===== src/rtl/qoi_encoder.sv =====
// qoi_encoder: streaming QOI encoder, one pixel in and one complete opcode out per beat.
// Pipeline: input register -> hash/table-read register -> encoder + output register.
// Optional feature macro: QOI_ENCODER_ALPHA_EN (alpha channel and the RGBA opcode).
module qoi_encoder #(
  parameter int MAX_RUN        = 62,
  parameter bit OPT_LINE_RESET = 1'b0
) (
  input  logic        i_clk,
  input  logic        i_reset_n,
  input  logic        s_vid_valid,
  output logic        s_vid_ready,
  input  logic [31:0] s_vid_data,
  input  logic        s_vid_hlast,
  input  logic        s_vid_vlast,
  output logic        m_valid,
  input  logic        m_ready,
  output logic [39:0] m_data,
  output logic [2:0]  m_bytes,
  output logic        m_last
);

  typedef enum logic {ACCEPT, FLUSH} state_t;

  localparam logic [31:0] PREV_INIT = 32'hFF00_0000;
  localparam logic [5:0]  RUN_CAP   = 6'(MAX_RUN);

  state_t       state_reg, state_next;
  logic [31:0]  prev_reg;
  logic [5:0]   run_reg, run_next;
  logic [63:0]  valid_vec_reg;

  logic         v1_reg, hl1_reg, vl1_reg;
  logic [31:0]  px1_reg;
  logic [5:0]   idx1;
  logic         v2_reg, hl2_reg, vl2_reg, rv2_reg, byp2_reg;
  logic [31:0]  px2_reg, bypd2_reg, tbl_q, tbl_rd;
  logic [5:0]   idx2_reg;
  logic [31:0]  tbl_mem [64];

  logic [31:0]  in_px;
  logic         out_free, match_prev, brk, pipe_en, frame_end, seg_end;
  logic         emit, tok_last, wr_en, clr, wr_hit;
  logic [39:0]  tok_data, pix_data;
  logic [2:0]   tok_bytes, pix_bytes;
  logic [7:0]   dr, dg, db, dr_o, dg_o, db_o, dg_l, rg_l, bg_l;

`ifdef QOI_ENCODER_ALPHA_EN
  assign in_px = s_vid_data;
`else
  // Alpha is pinned opaque; the incoming alpha byte is deliberately ignored.
  logic unused_alpha;
  assign unused_alpha = ^s_vid_data[31:24];
  assign in_px = {8'hFF, s_vid_data[23:0]};
`endif

  function automatic logic [5:0] qoi_hash(input logic [31:0] p);
    logic [11:0] s;
    s = 12'(p[23:16]) * 12'd3 + 12'(p[15:8]) * 12'd5
      + 12'(p[7:0]) * 12'd7 + 12'(p[31:24]) * 12'd11;
    return s[5:0];
  endfunction

  assign idx1       = qoi_hash(px1_reg);
  assign out_free   = !m_valid || m_ready;
  assign match_prev = (px2_reg == prev_reg);
  // A run broken by a new pixel costs one beat: the RUN token goes out while the pixel waits.
  assign brk        = (state_reg == ACCEPT) && v2_reg && !match_prev && (run_reg != 6'd0);
  assign pipe_en    = out_free && !brk;
  assign s_vid_ready = i_reset_n && pipe_en;
  assign frame_end  = hl2_reg && vl2_reg;
  assign seg_end    = hl2_reg && (vl2_reg || OPT_LINE_RESET);
  assign wr_hit     = wr_en && (idx2_reg == idx1);
  // Invalid entries read as zero; a same-cycle write to the looked-up slot is forwarded.
  assign tbl_rd     = !rv2_reg ? 32'h0 : (byp2_reg ? bypd2_reg : tbl_q);

  // Stage 1: capture the accepted pixel.
  always_ff @(posedge i_clk or negedge i_reset_n) begin
    if (!i_reset_n) begin
      v1_reg  <= 1'b0;
      px1_reg <= '0;
      hl1_reg <= 1'b0;
      vl1_reg <= 1'b0;
    end else if (pipe_en) begin
      v1_reg  <= s_vid_valid;
      px1_reg <= in_px;
      hl1_reg <= s_vid_hlast;
      vl1_reg <= s_vid_vlast;
    end
  end

  // Stage 2: hash result plus validity/forwarding info for the registered table read.
  always_ff @(posedge i_clk or negedge i_reset_n) begin
    if (!i_reset_n) begin
      v2_reg    <= 1'b0;
      px2_reg   <= '0;
      idx2_reg  <= '0;
      hl2_reg   <= 1'b0;
      vl2_reg   <= 1'b0;
      rv2_reg   <= 1'b0;
      byp2_reg  <= 1'b0;
      bypd2_reg <= '0;
    end else if (pipe_en) begin
      v2_reg    <= v1_reg;
      px2_reg   <= px1_reg;
      idx2_reg  <= idx1;
      hl2_reg   <= hl1_reg;
      vl2_reg   <= vl1_reg;
      rv2_reg   <= clr ? 1'b0 : (wr_hit ? 1'b1 : valid_vec_reg[idx1]);
      byp2_reg  <= wr_hit;
      bypd2_reg <= px2_reg;
    end
  end

  // Index table storage with registered read.
  always_ff @(posedge i_clk) begin
    if (wr_en) tbl_mem[idx2_reg] <= px2_reg;
    if (pipe_en) tbl_q <= tbl_mem[idx1];
  end

  // Choose the non-RUN opcode for the pixel in stage 2.
  always_comb begin
    dr   = px2_reg[23:16] - prev_reg[23:16];
    dg   = px2_reg[15:8]  - prev_reg[15:8];
    db   = px2_reg[7:0]   - prev_reg[7:0];
    dr_o = dr + 8'd2;
    dg_o = dg + 8'd2;
    db_o = db + 8'd2;
    dg_l = dg + 8'd32;
    rg_l = dr - dg + 8'd8;
    bg_l = db - dg + 8'd8;
    pix_data  = {8'hFE, px2_reg[23:0], 8'h00};
    pix_bytes = 3'd4;
    if (tbl_rd == px2_reg) begin
      pix_data  = {2'b00, idx2_reg, 32'h0};
      pix_bytes = 3'd1;
    end
`ifdef QOI_ENCODER_ALPHA_EN
    else if (px2_reg[31:24] != prev_reg[31:24]) begin
      pix_data  = {8'hFF, px2_reg[23:0], px2_reg[31:24]};
      pix_bytes = 3'd5;
    end
`endif
    else if (dr_o < 8'd4 && dg_o < 8'd4 && db_o < 8'd4) begin
      pix_data  = {2'b01, dr_o[1:0], dg_o[1:0], db_o[1:0], 32'h0};
      pix_bytes = 3'd1;
    end else if (dg_l < 8'd64 && rg_l < 8'd16 && bg_l < 8'd16) begin
      pix_data  = {2'b10, dg_l[5:0], rg_l[3:0], bg_l[3:0], 24'h0};
      pix_bytes = 3'd2;
    end
  end

  // Encoder FSM next state: run accounting, token selection and state updates.
  always_comb begin
    state_next = state_reg;
    run_next   = run_reg;
    emit       = 1'b0;
    tok_data   = '0;
    tok_bytes  = 3'd0;
    tok_last   = 1'b0;
    wr_en      = 1'b0;
    clr        = 1'b0;
    if (v2_reg && out_free) begin
      if (state_reg == FLUSH || (!match_prev && run_reg == 6'd0)) begin
        emit       = 1'b1;
        tok_data   = pix_data;
        tok_bytes  = pix_bytes;
        tok_last   = frame_end;
        wr_en      = 1'b1;
        clr        = seg_end;
        state_next = ACCEPT;
      end else if (match_prev) begin
        if (run_reg + 6'd1 == RUN_CAP || seg_end) begin
          emit      = 1'b1;
          tok_data  = {2'b11, run_reg, 32'h0};
          tok_bytes = 3'd1;
          tok_last  = frame_end;
          clr       = seg_end;
          run_next  = 6'd0;
        end else begin
          run_next = run_reg + 6'd1;
        end
      end else begin
        emit       = 1'b1;
        tok_data   = {2'b11, run_reg - 6'd1, 32'h0};
        tok_bytes  = 3'd1;
        run_next   = 6'd0;
        state_next = FLUSH;
      end
    end
  end

  // Encoder state: FSM, run count, previous pixel and table valid bits.
  always_ff @(posedge i_clk or negedge i_reset_n) begin
    if (!i_reset_n) begin
      state_reg     <= ACCEPT;
      run_reg       <= 6'd0;
      prev_reg      <= PREV_INIT;
      valid_vec_reg <= '0;
    end else begin
      state_reg <= state_next;
      run_reg   <= run_next;
      if (clr) begin
        prev_reg      <= PREV_INIT;
        valid_vec_reg <= '0;
      end else if (wr_en) begin
        prev_reg                <= px2_reg;
        valid_vec_reg[idx2_reg] <= 1'b1;
      end
    end
  end

  // Output register; holds its contents while the sink stalls.
  always_ff @(posedge i_clk or negedge i_reset_n) begin
    if (!i_reset_n) begin
      m_valid <= 1'b0;
      m_data  <= '0;
      m_bytes <= '0;
      m_last  <= 1'b0;
    end else if (out_free) begin
      m_valid <= emit;
      if (emit) begin
        m_data  <= tok_data;
        m_bytes <= tok_bytes;
        m_last  <= tok_last;
      end
    end
  end

endmodule


===== config.mk =====
export PLATFORM = sky130hd
export DESIGN_NAME = qoi_encoder
export DESIGN_NICKNAME = d
export VERILOG_FILES = /design/src/rtl/qoi_encoder.sv
export SDC_FILE = /design/constraint.sdc
export NUM_CORES = 2
export LEC_CHECK = 0
export ABC_AREA = 1
export CORE_MARGIN = 2
export CORE_UTILIZATION = 55
export CTS_BUF_LIST = sky130_fd_sc_hd__clkbuf_4
export CTS_CLUSTER_SIZE = 10
export DETAILED_ROUTE_END_ITERATION = 10
export PLACE_DENSITY = 0.71
export SLEW_MARGIN = 10
export SYNTH_ARGS = -nofsm -noshare
export SYNTH_HDL_FRONTEND = slang
export SYNTH_SLANG_ARGS = --single-unit

===== constraint.sdc =====
create_clock -name i_clk -period 5.4 [get_ports i_clk]
set_input_delay 0.81 -clock i_clk [delete_from_list [all_inputs] [get_ports i_clk]]
set_output_delay 0.81 -clock i_clk [all_outputs]
set_load 0.01 [all_outputs]

==> summary.txt <==
Gpl congestion: 0.920
Vias: 54100
Worst Clk Skew: 108 ps
Worst-path clk slew: 70 ps
Critical Path AT: 6510 ps
Crit path kind: reg -> reg
Post-synthesis cell type count: 57
Layout cell share with drive strength beyond 1: 15.1%
Buf+Inv Stages, Crit Path: 6
Vias per cell: 6.10
Clk_lat worst skew: 1340 ps
Number of global-route vias before repair: 51500
R2R depth: 16
Count of final setup violators: 0
Finished Core Util: 62.3%
Root Buffer: clkbuf_4
CTS tree: done
DRC Markers: 0
Slew Limit Headroom: 20.1%
Drt pass-1 iters: 6
Top post-synthesis cells by area: edfxtp_1, dfrtp_1, o21ai_0
Fmax: 187 MHz
Register bit count reported by yosys: 1847
Placed wire-length estimate: 126 mm
Status: finished clean
Placement Cell Area: 0.0804 sq mm
First-pass GRT wire length: 322 mm
Max reg flops: 1600
Crit path top cell by count: fa_1
Unrepaired setup endpoints after global routing: true
Hold Crit Endpoint: m_valid$_DFFE_PN0N_
Clock buffer depth: 4
Area Overhead vs Synth: 12.8%
Reg2reg start: px1_reg[2]$_DFFE_PN0P_
1st-iter DRT viols: 7298
Mapped Area: 0.0767 sq mm
Post-synthesis async set-or-reset flop share: 12.0%
Critical-path maximum fanout: 32
Post-synth top flop: edfxtp_1
Post-Place Setup Slack: -1.38 ps
Worst slew pin tran: 1190 ps
Starting density of the core: 55.2%
Max-cap violations: 0
Post-Route WL: 220 mm
CP Depth: 16
Syn avg cell area: 12.2 sq um
Fin area: 0.0866 sq mm
WP data required: 6570 ps
Synth area leader: edfxtp_1
Top Family by Delay on Critical Path: adder cells
GRT Util Overall: 30.4%
Min-delay src: m_ready
Fill count: 10700
Chip height: 377 um
Syn Inst Count: 6271
FF+latch area: 0.0544 sq mm
Final Max Slew Viols: 0
Period utilization: 98.9%
Register area share after synthesis: 70.9%
NumNets Final: 6792
Ports: 84
Avg WL per Cell: 24.8 um
Cts bufs inserted: 463
Core ar.: 0.139 sq mm
Slowest CP cell: fa_4
Largest net degree at the start of global routing: 213
CP Cell Sequence: inv_2, fa_1, fa_1, inv_1, fa_1, inv_1, fa_1, fa_1, inv_1, fa_4, buf_8, o211ai_1, nand3_1, a21oi_1, buf_4, a31oi_1
Die Area: 0.142 sq mm
Antenna viol nets, final: 0
Max stage delay on crit path: 910 ps
Cell with the most instances after synthesis: edfxtp_1
Multi-input combinational cell area: 0.0197 sq mm
Min-Delay Path Class: in -> reg
Grt ovf: 0
Yosys warnings: 0
DIE WIDTH: 377 um
Post-synth top area share: 63.6%
Worst r2r dst: tbl_q[30]$_DFFE_PP_
Setup crit start kind: flip-flop
Num rows: 137
EDFF count, synth: 1625
Fin crit period: 5340 ps
Setup ws final: 61.0 ps
Top post-synthesis cells by count: edfxtp_1, o21ai_0, nor2_1, nand2_1, clkbuf_1
Worst setup EP type: flip-flop
Hold Path Cell Cnt: 4
R2R setup slack: 60 ps
# port buffers: 67
Hold Vio Cnt, Final: 0
CTS H-tree lvls: 5
Clk sink count: 1847
Initial antenna violation count: 14
logic make-up (layout without fill, tap and decap cells):
group	count (synthesis)	after routing	synth area share, %
XOR/XNOR	50	50	0.571
other	1	17	0.00489
AO/OA/AOI/OAI	1837	1837	14.0
buffers and inverters	713	1410	3.70
adder cells (fa/ha/maj)	93	93	1.77
AND/OR/NAND/NOR	1730	1730	9.14
flip-flops	1847	1847	70.9
through the flow:
step           cells  TNS [ps]  hold WS, ps
2_1_floorplan   6278         0          444
3_3_place_gp    8034         0          457
3_5_place_dp    8034     -1.87          461
4_1_cts         8844         0         42.4
5_1_grt         8857     -1050          130
6_report        8860         0          151
layout by cell type (no fill, tap or decap), types with 12 or more instances in the layout:
| cell | Yosys | routed |
|---|---|---|
| a21oi_1 | 104 | 98 |
| a31oi_1 | 26 | 26 |
| buf_12 | 0 | 41 |
| buf_4 | 16 | 191 |
| clkbuf_4 | 0 | 667 |
| clkdlybuf4s50_1 | 0 | 66 |
| clkinv_1 | 2 | 93 |
| clkinv_2 | 0 | 13 |
| dfrtp_1 | 221 | 196 |
| dfrtp_2 | 0 | 25 |
| dlygate4sd3_1 | 0 | 29 |
| edfxtp_1 | 1625 | 1625 |
| fa_1 | 26 | 25 |
| ha_1 | 67 | 63 |
| inv_1 | 276 | 268 |
| inv_2 | 12 | 18 |
| nand2_1 | 494 | 492 |
| nand3_1 | 147 | 147 |
| nand3b_1 | 12 | 12 |
| nand4_1 | 29 | 29 |
| nor2_1 | 990 | 978 |
| nor2_2 | 7 | 19 |
| nor3_1 | 16 | 13 |
| o211ai_1 | 170 | 170 |
| o21a_1 | 35 | 35 |
| o21ai_0 | 1070 | 1067 |
| o221ai_1 | 154 | 154 |
| o22ai_1 | 253 | 253 |
| xnor2_1 | 22 | 21 |
| xor2_1 | 28 | 28 |
what timing repair did:
item | CTS | global route
setup endpoints to repair | 26 | 27
resized for setup | 5 | 23
pin swaps | 0 | 1
gates cloned | 0 | 5
hold buffers | 30 | 0
setup buffers | 1 | 2
endpoints found under the hold margin | 107 | 0
layout make-up:
class	instances	area share [%]
Sequential cell	1847	62.8
Multi-Input combinational cell	3718	22.7
Clock buffer	667	5.78
Timing Repair Buffer	340	3.98
Tap cell	1876	2.71
Inverter	291	1.31
Clock inverter	112	0.609
Antenna cell	9	0.0260
how the worst max path moves through the flow:
stage | startpoint | to | slack, ps
finish | px1_reg[2]$_DFFE_PN0P_ | tbl_q[30]$_DFFE_PP_ | 60
global route | px1_reg[1]$_DFFE_PN0P_ | tbl_q[18]$_DFFE_PP_ | -90
CTS | px1_reg[3]$_DFFE_PN0P_ | rv2_reg$_DFFE_PN0P_ | 30
detailed placement | px1_reg[3]$_DFFE_PN0P_ | tbl_q[9]$_DFFE_PP_ | -1
global placement | px1_reg[3]$_DFFE_PN0P_ | tbl_q[19]$_DFFE_PP_ | 60
floorplan | px1_reg[1]$_DFFE_PN0P_ | tbl_q[14]$_DFFE_PP_ | 520
worst register-to-register path, cell delays in order, from the launching register on:
cell and delay [ps]:
dfrtp_1 400, inv_2 80, fa_1 450, fa_1 550, inv_1 50, fa_1 480, inv_1 50, fa_1 460
fa_1 500, inv_1 70, fa_4 910, buf_8 300, o211ai_1 180, nand3_1 240, a21oi_1 120, buf_4 190
a31oi_1 140
metal layers:
layer	wire, um	part of all wire [%]	GRT usage (%)	vias to the layer above
li1	-	-	-	24000
met1	84700	39	41.1	26600
met2	102000	46	47.2	2972
met3	22700	10	6.64	524
met4	9990	4.5	14.8	2
met5	12	0.0055	0	-
Power is left out: the tool's default activity adds up to more than one toggle a clock period on the data nets, which glitch-free logic cannot reach.
